### src/rtl/sync_spi_slave_w_if.sv
// Bundle of SPI pins plus the TX/RX word handshake for sync_spi_slave_w.
// slave is the DUT view; master is the view of the pin driver / command decoder.
interface sync_spi_slave_w_if #(
  parameter int unsigned WIDTH = 8
);
  logic             sck;
  logic             cs;
  logic             mosi;
  logic             miso;
  logic             miso_oe;
  logic [WIDTH-1:0] tx_data;
  logic             tx_valid;
  logic             tx_ready;
  logic [WIDTH-1:0] rx_data;
  logic             rx_valid;
  logic             tx_underrun;
  logic             frame_abort;
  logic             frame_active;

  modport slave (
    input  sck, cs, mosi, tx_data, tx_valid,
    output miso, miso_oe, tx_ready, rx_data, rx_valid, tx_underrun, frame_abort, frame_active
  );

  modport master (
    output sck, cs, mosi, tx_data, tx_valid,
    input  miso, miso_oe, tx_ready, rx_data, rx_valid, tx_underrun, frame_abort, frame_active
  );
endinterface

### src/rtl/sync_spi_slave_w.sv
// Oversampled SPI slave: any word width, all four modes, MSB/LSB first, bursts,
// one-deep TX holding register with underrun and frame-abort reporting.
module sync_spi_slave_w #(
  parameter int unsigned WIDTH       = 8,
  parameter bit          CPOL        = 1'b0,
  parameter bit          CPHA        = 1'b0,
  parameter bit          LSB_FIRST   = 1'b0,
  parameter int unsigned SYNC_STAGES = 2
) (
  input logic               clk,
  input logic               reset,
  sync_spi_slave_w_if.slave bus
);
  localparam int unsigned     CntW    = $clog2(WIDTH);
  localparam logic [CntW-1:0] LastBit = CntW'(WIDTH - 1);

  logic [SYNC_STAGES-1:0] r_sck_sync, r_cs_sync, r_mosi_sync, r_sync_vld;
  logic                   r_sck_d, r_armed, r_frame_active;
  logic [CntW-1:0]        r_bit_cnt;
  logic [WIDTH-1:0]       r_tx_shift, r_rx_shift, r_hold, r_rx_data;
  logic                   r_hold_full, r_miso, r_rx_valid, r_tx_underrun, r_frame_abort;

  logic             w_sck_s, w_cs_s, w_mosi_s, w_sck_n, w_sck_n_d, w_act;
  logic             w_lead, w_trail, w_sample, w_launch, w_cs_fall, w_cs_rise;
  logic             w_load, w_shift, w_write, w_out_bit;
  logic [WIDTH-1:0] w_tx_next, w_rx_next;

  always_ff @(posedge clk or posedge reset) begin
    if (reset) begin
      r_sck_sync  <= {SYNC_STAGES{CPOL}};
      r_cs_sync   <= '1;
      r_mosi_sync <= '0;
      r_sync_vld  <= '0;
    end else begin
      r_sck_sync  <= {r_sck_sync[SYNC_STAGES-2:0], bus.sck};
      r_cs_sync   <= {r_cs_sync[SYNC_STAGES-2:0], bus.cs};
      r_mosi_sync <= {r_mosi_sync[SYNC_STAGES-2:0], bus.mosi};
      r_sync_vld  <= {r_sync_vld[SYNC_STAGES-2:0], 1'b1};
    end
  end

  assign w_sck_s   = r_sck_sync[SYNC_STAGES-1];
  assign w_cs_s    = r_cs_sync[SYNC_STAGES-1];
  assign w_mosi_s  = r_mosi_sync[SYNC_STAGES-1];
  assign w_sck_n   = w_sck_s ^ CPOL;
  assign w_sck_n_d = r_sck_d ^ CPOL;

  // Frames count only once CS has been seen high after the reset values flushed out.
  assign w_act     = r_armed & ~w_cs_s;
  assign w_cs_fall = w_act & ~r_frame_active;
  assign w_cs_rise = ~w_act & r_frame_active;
  assign w_lead    = w_act & w_sck_n & ~w_sck_n_d;
  assign w_trail   = w_act & ~w_sck_n & w_sck_n_d;
  assign w_sample  = CPHA ? w_trail : w_lead;
  assign w_launch  = CPHA ? w_lead : w_trail;

  assign w_load  = (w_cs_fall & ~CPHA) | (w_launch & (r_bit_cnt == '0));
  assign w_shift = w_launch & (r_bit_cnt != '0);
  assign w_write = bus.tx_valid & ~r_hold_full;

  always_comb begin
    w_tx_next = r_tx_shift;
    if (w_load) begin
      w_tx_next = r_hold_full ? r_hold : '0;
    end else if (w_shift) begin
      w_tx_next = LSB_FIRST ? {1'b0, r_tx_shift[WIDTH-1:1]} : {r_tx_shift[WIDTH-2:0], 1'b0};
    end
  end

  assign w_out_bit = LSB_FIRST ? w_tx_next[0] : w_tx_next[WIDTH-1];
  assign w_rx_next = LSB_FIRST ? {w_mosi_s, r_rx_shift[WIDTH-1:1]}
                               : {r_rx_shift[WIDTH-2:0], w_mosi_s};

  always_ff @(posedge clk or posedge reset) begin
    if (reset) begin
      r_sck_d        <= CPOL;
      r_armed        <= 1'b0;
      r_frame_active <= 1'b0;
      r_bit_cnt      <= '0;
      r_tx_shift     <= '0;
      r_rx_shift     <= '0;
      r_hold         <= '0;
      r_hold_full    <= 1'b0;
      r_rx_data      <= '0;
      r_miso         <= 1'b0;
      r_rx_valid     <= 1'b0;
      r_tx_underrun  <= 1'b0;
      r_frame_abort  <= 1'b0;
    end else begin
      r_sck_d        <= w_sck_s;
      r_armed        <= r_armed | (r_sync_vld[SYNC_STAGES-1] & w_cs_s);
      r_frame_active <= w_act;
      r_tx_shift     <= w_tx_next;
      r_miso         <= w_act & w_out_bit;
      r_rx_valid     <= 1'b0;
      r_tx_underrun  <= w_load & ~r_hold_full;
      r_frame_abort  <= 1'b0;

      // A write can only land while holding is empty, so it never races a consuming load.
      if (w_write) begin
        r_hold      <= bus.tx_data;
        r_hold_full <= 1'b1;
      end else if (w_load) begin
        r_hold_full <= 1'b0;
      end

      if (w_sample) begin
        r_rx_shift <= w_rx_next;
        if (r_bit_cnt == LastBit) begin
          r_bit_cnt  <= '0;
          r_rx_data  <= w_rx_next;
          r_rx_valid <= 1'b1;
        end else begin
          r_bit_cnt <= r_bit_cnt + 1'b1;
        end
      end

      if (w_cs_rise) begin
        r_frame_abort <= (r_bit_cnt != '0);
        r_bit_cnt     <= '0;
        r_rx_shift    <= '0;
      end
    end
  end

  assign bus.miso         = r_miso;
  assign bus.miso_oe      = r_frame_active;
  assign bus.tx_ready     = ~r_hold_full;
  assign bus.rx_data      = r_rx_data;
  assign bus.rx_valid     = r_rx_valid;
  assign bus.tx_underrun  = r_tx_underrun;
  assign bus.frame_abort  = r_frame_abort;
  assign bus.frame_active = r_frame_active;
endmodule

### src/flat_wrapper.sv
// flat-port wrapper written by rule: the top's interface ports become plain ports
module sync_spi_slave_w_flat 
#(
  parameter int unsigned WIDTH       = 8,
  parameter bit          CPOL        = 1'b0,
  parameter bit          CPHA        = 1'b0,
  parameter bit          LSB_FIRST   = 1'b0,
  parameter int unsigned SYNC_STAGES = 2
)
  (clk, reset, bus_sck, bus_cs, bus_mosi, bus_tx_data, bus_tx_valid, bus_miso, bus_miso_oe, bus_tx_ready, bus_rx_data, bus_rx_valid, bus_tx_underrun, bus_frame_abort, bus_frame_active);
  sync_spi_slave_w_if #(.WIDTH(WIDTH)) bus_i ();
  input logic clk;
  input logic reset;
  input wire logic [$bits(bus_i.sck)-1:0] bus_sck;
  input wire logic [$bits(bus_i.cs)-1:0] bus_cs;
  input wire logic [$bits(bus_i.mosi)-1:0] bus_mosi;
  input wire logic [$bits(bus_i.tx_data)-1:0] bus_tx_data;
  input wire logic [$bits(bus_i.tx_valid)-1:0] bus_tx_valid;
  output wire logic [$bits(bus_i.miso)-1:0] bus_miso;
  output wire logic [$bits(bus_i.miso_oe)-1:0] bus_miso_oe;
  output wire logic [$bits(bus_i.tx_ready)-1:0] bus_tx_ready;
  output wire logic [$bits(bus_i.rx_data)-1:0] bus_rx_data;
  output wire logic [$bits(bus_i.rx_valid)-1:0] bus_rx_valid;
  output wire logic [$bits(bus_i.tx_underrun)-1:0] bus_tx_underrun;
  output wire logic [$bits(bus_i.frame_abort)-1:0] bus_frame_abort;
  output wire logic [$bits(bus_i.frame_active)-1:0] bus_frame_active;
  assign bus_i.sck = bus_sck;
  assign bus_i.cs = bus_cs;
  assign bus_i.mosi = bus_mosi;
  assign bus_i.tx_data = bus_tx_data;
  assign bus_i.tx_valid = bus_tx_valid;
  assign bus_miso = bus_i.miso;
  assign bus_miso_oe = bus_i.miso_oe;
  assign bus_tx_ready = bus_i.tx_ready;
  assign bus_rx_data = bus_i.rx_data;
  assign bus_rx_valid = bus_i.rx_valid;
  assign bus_tx_underrun = bus_i.tx_underrun;
  assign bus_frame_abort = bus_i.frame_abort;
  assign bus_frame_active = bus_i.frame_active;
  sync_spi_slave_w #(.WIDTH(WIDTH), .CPOL(CPOL), .CPHA(CPHA), .LSB_FIRST(LSB_FIRST), .SYNC_STAGES(SYNC_STAGES)) u_core (.clk(clk), .reset(reset), .bus(bus_i));
endmodule
### config.mk
export PLATFORM = sky130hd
export DESIGN_NAME = sync_spi_slave_w_flat
export DESIGN_NICKNAME = d
export VERILOG_FILES = /design/src/rtl/sync_spi_slave_w_if.sv /design/src/rtl/sync_spi_slave_w.sv /design/src/flat_wrapper.sv
export SDC_FILE = /design/constraint.sdc
export NUM_CORES = 1
export LEC_CHECK = 0
export CAP_MARGIN = 20
export CORE_MARGIN = 2
export CORE_UTILIZATION = 52
export DETAILED_ROUTE_END_ITERATION = 7
export PLACE_DENSITY = 0.77
export SKIP_CTS_REPAIR_TIMING = 1
export SLEW_MARGIN = 15
export SYNTH_ARGS = -nofsm -noshare
export SYNTH_HDL_FRONTEND = slang
export SYNTH_SLANG_ARGS = --single-unit
### constraint.sdc
create_clock -name clk -period 1.85 [get_ports clk]
set_clock_uncertainty 0.1 [all_clocks]
set_input_delay 0.185 -clock clk [delete_from_list [all_inputs] [get_ports clk]]
set_output_delay 0.185 -clock clk [all_outputs]
set_load 0.01 [all_outputs]
==> metrics, run 1 <==
Final Cycle Share 94.5%; warnings from Yosys 0; Async S/R FF share, synth 100%; via count 1,205; setup violators final 0; clock sink count 50; area leader, netlist dfrtp_1; Post-synth EDFFs 0; Period minus WS final 1750 ps; worst r2r src u_core.r_cs_sync[1]; initial core utilization 53.0%; FP Rows 22; initial antenna violation count 0; Filler Cell Count 289; register share of total power 57.2%; slowest stage delay, CP 530 ps; IO Port Bufs 28; 1st-iter DRT viols 48; Sw Share 26.3%; drt total wl 3340 um; n_diodes 0; drt first pass iters 4; outcome finished, final reports clean; RSZ-0062 raised after global routing yes; Slew headroom 53.6%; Critical Path AT 1460 ps; grt ovf 0; Antenna Nets Post-Route 0; Clock Path Buffers 2; nets 190; CP Class register to primary output; Core Region 3610 sq um; top cells by area, synth dfrtp_1 (63%), mux2_2 (8.8%), a21oi_1 (4.2%); Worst-Skew Late Latency 300 ps; Mean Syn Cell Area 13.6 sq um; most common cell in the netlist dfrtp_1; pins over their slew limit 0; critical-path cell list inv_1 > clkdlybuf4s50_1; post-synthesis sequential area ratio 65.6%; max-capacitance violation count 0; share of layout cells above drive strength 1 20.1%; CP Launch Type register; Ports 29; FF-to-FF setup slack 120 ps; peak supply drop 823 uV; slowest CP cell clkdlybuf4s50_1; ys flop type dfrtp_1; CTS tree yes; PwrDens 1010 nW/um^2; Top delay family on crit path buffers and inverters; Critical Path RT 1560 ps; actual slew at the worst max-slew pin 696 ps; FF+latch count, synth 50; CP bufs+invs 2; vias in the first global route 1,229; Cell Area, Synth 1910 sq um; fin util 65.5%; leakage 0.00106 uW; HP Class input port to asynchronous set/reset pin; crit-path max FO 12; Clock Pin Slew Worst Setup and Hold Paths 90 ps; final RePlAce weighted congestion 0.813; Layout area overhead 23.7%; die height 64.6 um; Max Clk Rate 572 MHz; Clock power frac 26.7%; crit path from u_core.r_hold_full; DR WL/cell 15.0 um; die footprint 4180 sq um; TritonCTS buffer count 5; # H-tree levels 2; reg-to-reg endpoint u_core.r_rx_shift[6]; Die W 64.6 um; Root Buffer clkbuf_8; DP HPWL 2340 um; Mapped Cells 140; Gate power share 16.1%; syn nets 157; DRC 0; Hold WS 104 ps; Distinct cells, synth 29; Crit. End Element primary output; Via density 5.43; Fin. Hold Viols 0; cells on worst reg2reg path 4; Net Switching 632 uW; Pint 1770 uW; global-route wire length before repair 5700 um; top post-synthesis cells by count dfrtp_1 (48), a21oi_1 (16), mux2_2 (15); All-Layer GR Usage 18.6%; Synth top area share 62.9%; largest net degree at the start of global routing 21
[metrics by stage]
step / area (sq um) / setup WS [ps] / power [uW] / std cells / TNS [ps]
after global routing: 2360 / -10.6 / 2530 / 222 / -11.5
after detailed placement: 2270 / 135 / 1780 / 214 / 0
after global placement: 2270 / 230 / 1750 / 214 / 0
after CTS: 2360 / 103 / 2420 / 222 / 0
final: 2360 / 102 / 2400 / 222 / 0
after floorplan: 1910 / 314 / 1620 / 140 / 0
[metal layers]
metal	track usage [%]	vias to the layer above	routed length [um]
met2	29.7	28	1620
met3	6.25	5	117
met1	24.1	607	1560
met5	0	-	0
li1	-	565	-
met4	6.38	0	41
[cell type report]
type | count | area (sq um) | area share, %
Sequential cell | 50 | 1250 | 53.0
Multi-Input combinational cell | 75 | 591 | 25.0
Timing Repair Buffer | 34 | 338 | 14.3
Clock buffer | 6 | 82.6 | 3.49
Tap cell | 48 | 60.1 | 2.54
Inverter | 7 | 26.3 | 1.11
Clock inverter | 2 | 12.5 | 0.529
[kinds of logic after synthesis]
kind of cell | Yosys count | synth area share (%)
mux | 17 | 9.95
simple gates | 16 | 5.17
buf+inv | 15 | 3.47
other cells | 1 | 0.196
compound gates | 38 | 13.6
flops | 50 | 65.6
fa+ha+maj | 3 | 1.96
[sequential cells by signal (all words and copies together) (netlist names)]
register	cells
u_core.r_rx_shift	7
u_core.bus.rx_valid	1
u_core.r_armed	1
u_core.r_bit_cnt	3
u_core.r_tx_shift	8
u_core.bus.rx_data	8
u_core.r_mosi_sync	2
u_core.r_sck_d	1
u_core.r_hold	8
u_core.bus.miso	1
u_core.bus.frame_abort	1
u_core.r_sync_vld	2
u_core.bus.frame_active	1
u_core.r_sck_sync	2
u_core.bus.tx_underrun	1
u_core.r_cs_sync	2
u_core.r_hold_full	1
[power by group through the flow]
stage / registers, uW / clock network [uW] / logic [uW]
after floorplan: 1340 / 0 / 274
final: 1370 / 640 / 386
after detailed placement: 1390 / 0 / 387
after global routing: 1390 / 712 / 429
after global placement: 1380 / 0 / 366
after CTS: 1370 / 660 / 391
[layout by cell type, fill, tap and decap left out, types with 4 or more instances in the layout]
cell type,synthesis,layout
clkdlybuf4s50_1,0,28
a21oi_1,16,16
clkbuf_8,0,6
mux2_2,15,15
a22o_1,9,9
dfrtp_1,48,48
nand2b_1,4,4
o32ai_1,7,7
buf_4,2,5
inv_1,6,5
[how the worst max path moves through the flow]
stage | cells after the start | slack, ps | end
floorplan | 5 | 310 | u_core.r_bit_cnt[1]
global placement | 4 | 230 | u_core.r_bit_cnt[1]
detailed placement | 4 | 140 | u_core.r_rx_shift[6]
CTS | 2 | 100 | bus_tx_ready
global route | 6 | -10 | u_core.r_tx_shift[5]
finish | 2 | 100 | bus_tx_ready
No activity file was read; power rests on OpenSTA's default activity.
==> run 2: changes to the inputs <==
Settings changed: CORE_MARGIN 2 to unset, CORE_UTILIZATION 52 to 47, PLACE_DENSITY 0.77 to 0.74, SLEW_MARGIN 15 to unset.
Clock period 1.85 ns to 1.6 ns, I/O delays scaled along.
==> run 2 against run 1 <==
Against the previous run:
- the run now ends with negative setup slack left
- die area rose by 3.6%
- sequential cell count did not move
- critical path depth rose by 3
- power rose by 17%
- count of clock-buffer cells in the layout rose by 1
- highest routed layer unchanged
- critical endpoint is now u_core.r_tx_shift[2]
- critical path type is now register to register
- largest power group unchanged
- non-clock buffer count rose by 5
- sequential share of layout area fell by 2.0 points
- final cell count rose by 2.7%
==> metrics, run 2 (synthesis gave the netlist of run 1 again) <==
clock sink count 50; peak supply drop 922 uV; initial core utilization 50.7%; share of layout cells above drive strength 1 28.3%; leakage 0.00111 uW; Net Switching 730 uW; Fin. Hold Viols 0; TritonCTS buffer count 5; setup violators final 2; CTS tree yes; initial antenna violation count 0; Core Region 3770 sq um; Worst-Skew Late Latency 290 ps; via count 1,259; Root Buffer clkbuf_8; slowest stage delay, CP 390 ps; DP HPWL 2350 um; Critical Path AT 1730 ps; most frequent cells in the layout dfrtp_1 (46), clkdlybuf4s50_1 (28), a21oi_1 (15), mux2_2 (15); crit-path max FO 13; Crit. End Element register; outcome finished with violations; nets 196; setup slack after layout -8.23 ps; vias in the first global route 1,184; Pint 2080 uW; Ports 29; fin cells 228; Gate power share 17.7%; 1st-iter DRT viols 60; pins over their slew limit 0; DRC 0; Critical Path RT 1720 ps; Layout area overhead 28.9%; commonest non-fill, non-tap cell in the layout dfrtp_1; Die W 65.8 um; IO Port Bufs 28; max-capacitance violation count 0; die footprint 4320 sq um; setup_tns -12.4 ps; final RePlAce weighted congestion 0.802; # H-tree levels 2; All-Layer GR Usage 16.6%; FF-to-FF setup slack -8 ps; PwrDens 1140 nW/um^2; drt first pass iters 4; Period minus WS final 1610 ps; largest net degree at the start of global routing 23; failing checks negative setup slack; drt total wl 3410 um; Sw Share 26.0%; Clock power frac 25.6%; critical-path cell list nand2b_4 > buf_4 > a21oi_2 > o32ai_1 > a21oi_1; global-route wire length before repair 5340 um; Max Clk Rate 622 MHz; HP Class input port to asynchronous set/reset pin; CP Launch Type register; CP Class register to register; n_diodes 0; Antenna Nets Post-Route 0; Final Cycle Share 101%; Hold WS 17.8 ps; DR WL/cell 15.0 um; grt ovf 0; RSZ-0062 raised after global routing yes; slowest CP cell a21oi_2; cells on worst reg2reg path 5; register share of total power 56.7%; Clock Path Buffers 2; placed cells 215; die height 65.8 um; FP Rows 22; Clock Pin Slew Worst Setup and Hold Paths 80 ps; Via density 5.52
run 2: changes by cell type in the layout (fill, tap and decap cells not counted), moves of 2 or more:
cell and change:
buf_4 +4, dfrtp_1 -2, dfrtp_2 +2, ha_1 -2
ha_2 +2, nand2b_1 -2, nand2b_4 +2, o32ai_1 -3
o32ai_2 +3
run 2: layout make-up:
class	count	area [sq um]
Fill cell	253	1310
Sequential cell	50	1260
Multi-Input combinational cell	76	649
Timing Repair Buffer	39	379
Clock buffer	7	86.3
Tap cell	48	60.1
Inverter	7	26.3
Clock inverter	1	5.00
run 2: metal layers:
metal / track usage (%) / up-vias / wire length (um)
met5: 0 / - / 0
met4: 4.89 / 0 / 26
met3: 3.65 / 4 / 167
met2: 25.5 / 38 / 1680
met1: 23.4 / 641 / 1540
li1: - / 576 / -
run 2: final timing paths:
| kind | startpoint | endpoint |
|---|---|---|
| worst max-delay path | u_core.r_cs_sync[1] | u_core.r_tx_shift[2] |
| worst min-delay path | reset | u_core.r_bit_cnt[2] |
| worst max register to register | u_core.r_cs_sync[1] | u_core.r_tx_shift[2] |
| worst min register to register | u_core.r_mosi_sync[0] | u_core.r_mosi_sync[1] |
| max in group asynchronous | reset | u_core.r_hold_full |
| min in group clk | bus_cs | u_core.r_cs_sync[0] |
run 2: critical path, delay by kind of cell (launching register included):
| kind | cells | cell delay (ps) |
|---|---|---|
| AOI/OAI and AO/OA | 3 | 730 |
| DFF | 1 | 380 |
| buffers and inverters | 1 | 190 |
| and+or+nand+nor | 1 | 140 |
run 2: through the flow:
stage	total power [uW]	util, %	setup slack [ps]	area, sq um
after floorplan	1870	-	64.1	1910
after global placement	2020	60.0	-23.2	2260
after detailed placement	2060	60.0	-92.4	2260
after CTS	2780	62.4	-99.7	2350
after global routing	2960	65.3	-95.7	2460
final	2810	65.3	-8.23	2460
run 2: power groups by stage:
stage / Clock (uW) / Sequential (uW) / Combinational [uW]
2_1_floorplan: 0 / 1550 / 316
3_3_place_gp: 0 / 1590 / 431
3_5_place_dp: 0 / 1600 / 455
4_1_cts: 742 / 1580 / 457
5_1_grt: 795 / 1610 / 548
6_report: 718 / 1590 / 497
